<file path="src/rtl/id_pkg.sv">
// Decode-stage package: opcode/funct encodings, control bundle layout and the
// decode / register-usage tables shared by id_stage_hz.
package id_pkg;

   localparam int NB_CTRL = 18;

   // Bit positions inside the control bundle (MSB first).
   localparam int CTRL_REG_DEST   = 17;
   localparam int CTRL_ALU_OP_LSB = 11;
   localparam int CTRL_ALU_SRC    = 10;
   localparam int CTRL_MEM_RD     = 9;
   localparam int CTRL_MEM_WR     = 8;
   localparam int CTRL_BRANCH     = 7;
   localparam int CTRL_REG_WR     = 6;
   localparam int CTRL_MEM_TO_REG = 5;
   localparam int CTRL_JUMP       = 4;
   localparam int CTRL_JR_JALR    = 3;
   localparam int CTRL_BYTE       = 2;
   localparam int CTRL_HALF       = 1;
   localparam int CTRL_WORD       = 0;

   typedef logic [NB_CTRL-1:0] ctrl_t;
   localparam ctrl_t CTRL_BUBBLE = '0;

   localparam logic [5:0] OP_RTYPE = 6'h00, OP_J    = 6'h02, OP_JAL   = 6'h03,
                          OP_BEQ   = 6'h04, OP_BNE  = 6'h05, OP_ADDI  = 6'h08,
                          OP_ADDIU = 6'h09, OP_SLTI = 6'h0A, OP_SLTIU = 6'h0B,
                          OP_ANDI  = 6'h0C, OP_ORI  = 6'h0D, OP_XORI  = 6'h0E,
                          OP_LUI   = 6'h0F, OP_LB   = 6'h20, OP_LH    = 6'h21,
                          OP_LW    = 6'h23, OP_LBU  = 6'h24, OP_LHU   = 6'h25,
                          OP_SB    = 6'h28, OP_SH   = 6'h29, OP_SW    = 6'h2B;

   localparam logic [5:0] FN_SLL  = 6'h00, FN_SRL  = 6'h02, FN_SRA  = 6'h03,
                          FN_SLLV = 6'h04, FN_SRLV = 6'h06, FN_SRAV = 6'h07,
                          FN_JR   = 6'h08, FN_JALR = 6'h09, FN_ADD  = 6'h20,
                          FN_ADDU = 6'h21, FN_SUB  = 6'h22, FN_SUBU = 6'h23,
                          FN_AND  = 6'h24, FN_OR   = 6'h25, FN_XOR  = 6'h26,
                          FN_NOR  = 6'h27, FN_SLT  = 6'h2A, FN_SLTU = 6'h2B;

   function automatic logic rtype_known(input logic [5:0] fn);
      case (fn)
         FN_SLL, FN_SRL, FN_SRA, FN_SLLV, FN_SRLV, FN_SRAV, FN_JR, FN_JALR,
         FN_ADD, FN_ADDU, FN_SUB, FN_SUBU, FN_AND, FN_OR, FN_XOR, FN_NOR,
         FN_SLT, FN_SLTU: return 1'b1;
         default:         return 1'b0;
      endcase
   endfunction

   // alu_op carries funct for R-type and the opcode for everything else.
   function automatic ctrl_t decode_ctrl(input logic [5:0] op, input logic [5:0] fn);
      ctrl_t c;
      c = CTRL_BUBBLE;
      case (op)
         OP_RTYPE: begin
            if (rtype_known(fn)) begin
               c[CTRL_ALU_OP_LSB +: 6] = fn;
               c[CTRL_JR_JALR]         = (fn == FN_JR) || (fn == FN_JALR);
               c[CTRL_REG_DEST]        = (fn != FN_JR);
               c[CTRL_REG_WR]          = (fn != FN_JR);
            end
         end
         OP_J, OP_JAL: begin
            c[CTRL_ALU_OP_LSB +: 6] = op;
            c[CTRL_JUMP]            = 1'b1;
            c[CTRL_REG_WR]          = (op == OP_JAL);
         end
         OP_BEQ, OP_BNE: begin
            c[CTRL_ALU_OP_LSB +: 6] = op;
            c[CTRL_BRANCH]          = 1'b1;
         end
         OP_ADDI, OP_ADDIU, OP_SLTI, OP_SLTIU, OP_ANDI, OP_ORI, OP_XORI, OP_LUI: begin
            c[CTRL_ALU_OP_LSB +: 6] = op;
            c[CTRL_ALU_SRC]         = 1'b1;
            c[CTRL_REG_WR]          = 1'b1;
         end
         OP_LB, OP_LH, OP_LW, OP_LBU, OP_LHU: begin
            c[CTRL_ALU_OP_LSB +: 6] = op;
            c[CTRL_ALU_SRC]         = 1'b1;
            c[CTRL_MEM_RD]          = 1'b1;
            c[CTRL_REG_WR]          = 1'b1;
            c[CTRL_MEM_TO_REG]      = 1'b1;
            c[CTRL_BYTE]            = (op == OP_LB) || (op == OP_LBU);
            c[CTRL_HALF]            = (op == OP_LH) || (op == OP_LHU);
            c[CTRL_WORD]            = (op == OP_LW);
         end
         OP_SB, OP_SH, OP_SW: begin
            c[CTRL_ALU_OP_LSB +: 6] = op;
            c[CTRL_ALU_SRC]         = 1'b1;
            c[CTRL_MEM_WR]          = 1'b1;
            c[CTRL_BYTE]            = (op == OP_SB);
            c[CTRL_HALF]            = (op == OP_SH);
            c[CTRL_WORD]            = (op == OP_SW);
         end
         default: c = CTRL_BUBBLE;
      endcase
      return c;
   endfunction

   function automatic logic uses_rs(input logic [5:0] op, input logic [5:0] fn);
      case (op)
         OP_RTYPE: return rtype_known(fn) && !(fn == FN_SLL || fn == FN_SRL || fn == FN_SRA);
         OP_BEQ, OP_BNE, OP_ADDI, OP_ADDIU, OP_SLTI, OP_SLTIU, OP_ANDI, OP_ORI,
         OP_XORI, OP_LB, OP_LH, OP_LW, OP_LBU, OP_LHU, OP_SB, OP_SH, OP_SW: return 1'b1;
         default: return 1'b0;
      endcase
   endfunction

   function automatic logic uses_rt(input logic [5:0] op, input logic [5:0] fn);
      case (op)
         OP_RTYPE: return rtype_known(fn) && !(fn == FN_JR || fn == FN_JALR);
         OP_BEQ, OP_BNE, OP_SB, OP_SH, OP_SW: return 1'b1;
         default: return 1'b0;
      endcase
   endfunction

   function automatic logic zero_ext_imm(input logic [5:0] op);
      return (op == OP_ANDI) || (op == OP_ORI) || (op == OP_XORI) || (op == OP_LUI);
   endfunction

endpackage

</file>
<file path="src/rtl/id_regfile.sv">
// Register file: 2 combinational read ports with write-through, 1 write port.
// r0 is hardwired to zero; async active-low reset clears every entry.
module id_regfile #(
   parameter int NB_DATA = 32,
   parameter int NB_REG  = 5
) (
   input  logic               i_clock,
   input  logic               i_reset,
   input  logic               i_we,
   input  logic [NB_REG-1:0]  i_waddr,
   input  logic [NB_DATA-1:0] i_wdata,
   input  logic [NB_REG-1:0]  i_raddr_a,
   input  logic [NB_REG-1:0]  i_raddr_b,
   output logic [NB_DATA-1:0] o_rdata_a,
   output logic [NB_DATA-1:0] o_rdata_b
);
   localparam int N_REGS = 2**NB_REG;

   logic [NB_DATA-1:0] regs_q [N_REGS];

   always_ff @(posedge i_clock or negedge i_reset) begin
      if (!i_reset) begin
         for (int r = 0; r < N_REGS; r++) regs_q[r] <= '0;
      end else if (i_we && (i_waddr != '0)) begin
         regs_q[i_waddr] <= i_wdata;
      end
   end

   // A write landing this cycle is visible to the decode reading it now.
   always_comb begin
      o_rdata_a = regs_q[i_raddr_a];
      if (i_raddr_a == '0)                        o_rdata_a = '0;
      else if (i_we && (i_waddr == i_raddr_a))    o_rdata_a = i_wdata;
      o_rdata_b = regs_q[i_raddr_b];
      if (i_raddr_b == '0)                        o_rdata_b = '0;
      else if (i_we && (i_waddr == i_raddr_b))    o_rdata_b = i_wdata;
   end

endmodule

</file>
<file path="src/rtl/id_stage_hz.sv">
// Decode stage with load-use stall/bubble and flush, registered ID/EX boundary.
// Optional ID_PERF_CNT_EN adds saturating stall/flush cycle counters.
module id_stage_hz
   import id_pkg::*;
#(
   parameter int NB_INST = 32,
   parameter int NB_PC   = 32,
   parameter int NB_DATA = 32,
   parameter int NB_REG  = 5
) (
   input  logic               i_clock,
   input  logic               i_reset,
   input  logic               i_enable,
   input  logic               i_flush,
   input  logic               i_valid,
   input  logic [NB_INST-1:0] i_inst,
   input  logic [NB_PC-1:0]   i_pc,
   input  logic               i_wb_reg_write,
   input  logic [NB_REG-1:0]  i_wb_write_reg,
   input  logic [NB_DATA-1:0] i_wb_write_data,
   input  logic               i_ex_mem_read,
   input  logic [NB_REG-1:0]  i_ex_rt,
   output logic               o_stall,
   output logic               o_valid,
   output logic [NB_CTRL-1:0] o_ctrl,
   output logic [NB_DATA-1:0] o_data_a,
   output logic [NB_DATA-1:0] o_data_b,
   output logic [NB_DATA-1:0] o_immediate,
   output logic [NB_DATA-1:0] o_shamt,
   output logic [NB_REG-1:0]  o_rs,
   output logic [NB_REG-1:0]  o_rt,
   output logic [NB_REG-1:0]  o_rd,
   output logic [NB_PC-1:0]   o_pc,
   output logic [NB_PC-1:0]   o_jump_address
`ifdef ID_PERF_CNT_EN
   ,
   output logic [31:0]        o_stall_cnt,
   output logic [31:0]        o_flush_cnt
`endif
);

   logic [5:0]         op, fn;
   logic [NB_REG-1:0]  rs, rt, rd;
   logic [NB_DATA-1:0] rdata_a, rdata_b, imm_ext, shamt_ext;
   logic               hazard, load;

   assign op = i_inst[31:26];
   assign fn = i_inst[5:0];
   assign rs = i_inst[21 +: NB_REG];
   assign rt = i_inst[16 +: NB_REG];
   assign rd = i_inst[11 +: NB_REG];

   id_regfile #(.NB_DATA(NB_DATA), .NB_REG(NB_REG)) u_regfile (
      .i_clock   (i_clock),
      .i_reset   (i_reset),
      .i_we      (i_enable & i_wb_reg_write),
      .i_waddr   (i_wb_write_reg),
      .i_wdata   (i_wb_write_data),
      .i_raddr_a (rs),
      .i_raddr_b (rt),
      .o_rdata_a (rdata_a),
      .o_rdata_b (rdata_b)
   );

   assign imm_ext   = zero_ext_imm(op) ? {{(NB_DATA-16){1'b0}}, i_inst[15:0]}
                                       : {{(NB_DATA-16){i_inst[15]}}, i_inst[15:0]};
   assign shamt_ext = {{(NB_DATA-5){1'b0}}, i_inst[10:6]};

   assign hazard  = i_valid & i_ex_mem_read & (i_ex_rt != '0) &
                    (((i_ex_rt == rs) & uses_rs(op, fn)) | ((i_ex_rt == rt) & uses_rt(op, fn)));
   // A flushed instruction is discarded anyway, so holding IF/ID for it is pointless.
   assign o_stall = hazard & ~i_flush & i_enable;
   assign load    = i_valid & ~i_flush & ~hazard;

   assign o_jump_address = {i_pc[NB_PC-1:26], i_inst[25:0]};

   logic               valid_d, valid_q;
   ctrl_t              ctrl_d, ctrl_q;
   logic [NB_DATA-1:0] data_a_d, data_a_q, data_b_d, data_b_q;
   logic [NB_DATA-1:0] imm_d, imm_q, shamt_d, shamt_q;
   logic [NB_REG-1:0]  rs_d, rs_q, rt_d, rt_q, rd_d, rd_q;
   logic [NB_PC-1:0]   pc_d, pc_q;

   always_comb begin
      valid_d  = 1'b0;
      ctrl_d   = CTRL_BUBBLE;
      data_a_d = '0;
      data_b_d = '0;
      imm_d    = '0;
      shamt_d  = '0;
      rs_d     = '0;
      rt_d     = '0;
      rd_d     = '0;
      pc_d     = '0;
      if (load) begin
         valid_d  = 1'b1;
         ctrl_d   = decode_ctrl(op, fn);
         data_a_d = rdata_a;
         data_b_d = rdata_b;
         imm_d    = imm_ext;
         shamt_d  = shamt_ext;
         rs_d     = rs;
         rt_d     = rt;
         rd_d     = rd;
         pc_d     = i_pc;
      end
   end

   always_ff @(posedge i_clock or negedge i_reset) begin
      if (!i_reset) begin
         valid_q  <= 1'b0;
         ctrl_q   <= CTRL_BUBBLE;
         data_a_q <= '0;
         data_b_q <= '0;
         imm_q    <= '0;
         shamt_q  <= '0;
         rs_q     <= '0;
         rt_q     <= '0;
         rd_q     <= '0;
         pc_q     <= '0;
      end else if (i_enable) begin
         valid_q  <= valid_d;
         ctrl_q   <= ctrl_d;
         data_a_q <= data_a_d;
         data_b_q <= data_b_d;
         imm_q    <= imm_d;
         shamt_q  <= shamt_d;
         rs_q     <= rs_d;
         rt_q     <= rt_d;
         rd_q     <= rd_d;
         pc_q     <= pc_d;
      end
   end

   assign o_valid     = valid_q;
   assign o_ctrl      = ctrl_q;
   assign o_data_a    = data_a_q;
   assign o_data_b    = data_b_q;
   assign o_immediate = imm_q;
   assign o_shamt     = shamt_q;
   assign o_rs        = rs_q;
   assign o_rt        = rt_q;
   assign o_rd        = rd_q;
   assign o_pc        = pc_q;

`ifdef ID_PERF_CNT_EN
   logic [31:0] stall_cnt_q, flush_cnt_q;

   always_ff @(posedge i_clock or negedge i_reset) begin
      if (!i_reset) begin
         stall_cnt_q <= '0;
         flush_cnt_q <= '0;
      end else begin
         if (o_stall && (stall_cnt_q != '1))                 stall_cnt_q <= stall_cnt_q + 32'd1;
         if (i_enable && i_flush && (flush_cnt_q != '1))     flush_cnt_q <= flush_cnt_q + 32'd1;
      end
   end

   assign o_stall_cnt = stall_cnt_q;
   assign o_flush_cnt = flush_cnt_q;
`endif

endmodule

</file>
<file path="config.mk">
export PLATFORM = sky130hd
export DESIGN_NAME = id_stage_hz
export DESIGN_NICKNAME = d
export VERILOG_FILES = /design/src/rtl/id_pkg.sv /design/src/rtl/id_regfile.sv /design/src/rtl/id_stage_hz.sv
export SDC_FILE = /design/constraint.sdc
export NUM_CORES = 2
export LEC_CHECK = 0
export BUFFER_PORTS_ARGS = -buffer_cell sky130_fd_sc_hd__buf_2
export CORE_UTILIZATION = 25
export DETAILED_ROUTE_END_ITERATION = 8
export SLEW_MARGIN = 40
export SYNTH_ARGS = -nofsm -noshare
export SYNTH_HDL_FRONTEND = slang
export SYNTH_SLANG_ARGS = --single-unit
</file>
<file path="constraint.sdc">
create_clock -name i_clock -period 3.6 [get_ports i_clock]
set_clock_uncertainty 0.15 [all_clocks]
set_input_delay 0.18 -clock i_clock [delete_from_list [all_inputs] [get_ports i_clock]]
set_output_delay 0.18 -clock i_clock [all_outputs]
set_load 0.01 [all_outputs]
</file>
==> run summary <==
Status: completed
Reg-to-reg slack, setup: 0.99 ns
Worst Hold Endpoint: o_pc[29]
Hold depth: 3
Final Non-Filler Cells: 7759
Nets: 4567
Crit path kind: in2out
Proportion of register bits with asynchronous set or reset after synthesis: 1.00
Dominant synthesized flop cell: sky130_fd_sc_hd__dfrtp_1
R2r endpoint: o_data_a[28]
RSZ-0062 raised after global routing: false
Leading cell type in the layout, fill and taps excluded: sky130_fd_sc_hd__dfrtp_1
Final hold vios: 0
Wire length of the first global-routing pass: 304 mm
Port bufs: 312
Routed wire length: 210 mm
Hold WS: 0.0729 ns
Relative slew margins: 0.402
Die W: 496 um
Number of enable flip-flop cells after synthesis: 0
Final Critical Period: 3.34 ns
Source-to-sink clock delay at the later pin of the worst-skew pair: 0.78 ns
Vias in the first global route: 41800
Antenna viol nets, final: 0
Final TNS setup: 0 ns
Syn. warnings: 0
Initial antenna violation count: 17
Overall track demand over capacity in global routing: 0.168
Cell depth of the worst flop-to-flop path: 7
Number of I/O pins: 340
Achievable clock frequency: 299 MHz
Starting utilization of the core area: 0.251
DRC Markers: 0
Number of buffers inserted during clock tree synthesis: 130
Clock tree from TritonCTS: built
Maximum number of pins on one net before global-route repair: 129
Via count: 40800
Synthesized instance count: 4228
Maximum vdd ir drop: 500 uV
Worst hold path type: in2reg
Number of clock sinks: 1165
Via count normalized by instance count: 5.26
Power density normalized to cell area: 488 mW/mm^2
Data arrival at the endpoint of the critical path: 3.01 ns
Number of distinct library cells after synthesis: 65
Area growth from synthesis to layout: 17.9%
Required arrival time at the worst endpoint: 3.27 ns
Depth of the CTS H-tree: 4
Grt total ovfl: 0
Pin slew with the least headroom to its limit: 0.897 ns
Placement Rows: 181
Clock Root Buffer: sky130_fd_sc_hd__clkbuf_16
Fraction of layout cells with a size suffix above 1: 0.478
CTS clock-pin slew for the worst setup and hold paths: 0.05 ns
First DRT Iteration DRCs: 3916
Most frequent cells in the layout: sky130_fd_sc_hd__dfrtp_1, sky130_fd_sc_hd__mux2_2, sky130_fd_sc_hd__mux4_2
Mean area per synthesized cell: 14.5 um^2
Cell Area, Synth: 0.0611 mm^2
Minimum setup slack in the final design: 0.258 ns
Core outline area: 0.243 mm^2
Buffers from clock root to sink, at most: 3
Setup violators final: 0
Launching point of the worst reg2reg path: u_regfile.regs_q[924]
Leakage power of the design: 31.8 nW
Post-synthesis register bit count: 1165
Largest driver fanout on the critical path: 9
Crit. End Element: output port
Floorplan die area: 0.246 mm^2
Setup crit start kind: input pin
MaxCap Viol Count: 0
Startpoint of the lowest-slack hold path: i_pc[29]
Placer congestion estimate: 0.818
Post-CTS Setup Inserts: 0
Final Cycle Share: 0.928
Max-slew violation total from the final report: 0
Count of placed standard cells including taps: 7385
Dpl hpwl: 131 mm
Number of optimization iterations in the first detailed-route pass: 9
Worst Setup Slack post-DPL: 0.690 ns
Routed wire length per instance: 27.0 um
Floorplan die height: 496 um
Post-synthesis sequential area ratio: 0.477
-- registers in the layout, indices dropped and copies added (netlist names) --
signal	count
o_rs	5
o_valid	1
o_data_a	32
o_pc	32
o_ctrl	17
o_immediate	17
o_data_b	32
o_rt	5
u_regfile.regs_q	1024
-- worst max-delay path by stage --
stage               slack, ns           end        from
floorplan                1.08  o_data_b[17]  i_inst[16]
global placement         0.33  o_data_a[12]  i_inst[21]
detailed placement       0.69   o_data_a[5]  i_inst[21]
CTS                      0.25       o_stall  i_inst[29]
global route             0.14       o_stall  i_inst[29]
finish                   0.26       o_stall  i_inst[29]
-- power breakdown --
group	internal [W]	switching, W
registers	0.0147	0.00118
logic	0.00316	0.00253
clock network	0.00792	0.00567
-- cell usage after synthesis, drive strengths merged (21+ instances only) --
cell / number / area share
a22o: 61 / 0.0087
a21oi: 88 / 0.0072
buf: 271 / 0.027
mux2: 1024 / 0.19
o22ai: 32 / 0.0033
mux4: 465 / 0.17
mux2i: 199 / 0.033
nor2b: 42 / 0.0043
dfrtp: 1165 / 0.48
a211oi: 58 / 0.0073
nand2: 147 / 0.0091
o221ai: 29 / 0.0042
nor2: 64 / 0.0039
a221oi: 21 / 0.0030
o2bb2ai: 42 / 0.0060
nand3: 32 / 0.0026
clkbuf: 282 / 0.017
a222oi: 31 / 0.0051
a22oi: 60 / 0.0074
-- cell type report --
type,count,area [um^2]
clock inverter,44,499
inverter,12,52.6
timing repair buffer,621,4950
tap,3202,4010
fill,24100,171000
sequential,1165,29200
clock buffer,185,3780
multi-input combinational,2524,29600
antenna,6,15.0
-- layer usage --
| layer | routed length [um] | global-route usage | up-vias |
|---|---|---|---|
| met2 | 98300 | 0.271 | 1768 |
| met3 | 15600 | 0.0349 | 399 |
| met4 | 8450 | 0.0663 | 8 |
| li1 | - | - | 16600 |
| met1 | 87400 | 0.221 | 22000 |
| met5 | 56 | 0 | - |
-- critical path, cell delays in order --
cell	delay, ns
sky130_fd_sc_hd__dlygate4sd3_1	0.60
sky130_fd_sc_hd__buf_2	0.21
sky130_fd_sc_hd__nor4_2	0.42
sky130_fd_sc_hd__nand2_2	0.18
sky130_fd_sc_hd__nor4b_2	0.36
sky130_fd_sc_hd__buf_4	0.23
sky130_fd_sc_hd__o2111a_2	0.28
sky130_fd_sc_hd__a21oi_1	0.08
sky130_fd_sc_hd__nor3_1	0.19
sky130_fd_sc_hd__buf_4	0.16
sky130_fd_sc_hd__buf_2	0.12
-- metrics by stage --
stage	utilization	power, W	cell area [um^2]
after CTS	0.296	0.0354	72000
final	0.296	0.0351	72000
after floorplan	-	0.0197	61200
after global routing	0.296	0.0365	72000
after detailed placement	0.273	0.0216	66300
after global placement	0.273	0.0214	66300
-- cells by family (layout without fill, tap and decap cells) --
kind of cell	count (synthesis)	after routing	share of synthesized area
AOI/OAI and AO/OA	460	460	0.0576
buffers and inverters	565	862	0.0446
other	1	33	0.0000614
DFF	1165	1165	0.477
and+or+nand+nor	329	329	0.0250
xor gates and xnor gates	20	20	0.00287
muxes	1688	1688	0.393
-- timing repair --
item | 4_1_cts | 5_1_grt
hold endpoints to repair | 2289 | 0
hold buffers | 139 | 0
gates resized for setup | 0 | 0
setup endpoints to repair | 0 | 0
Power figures use the tool's default switching activity.
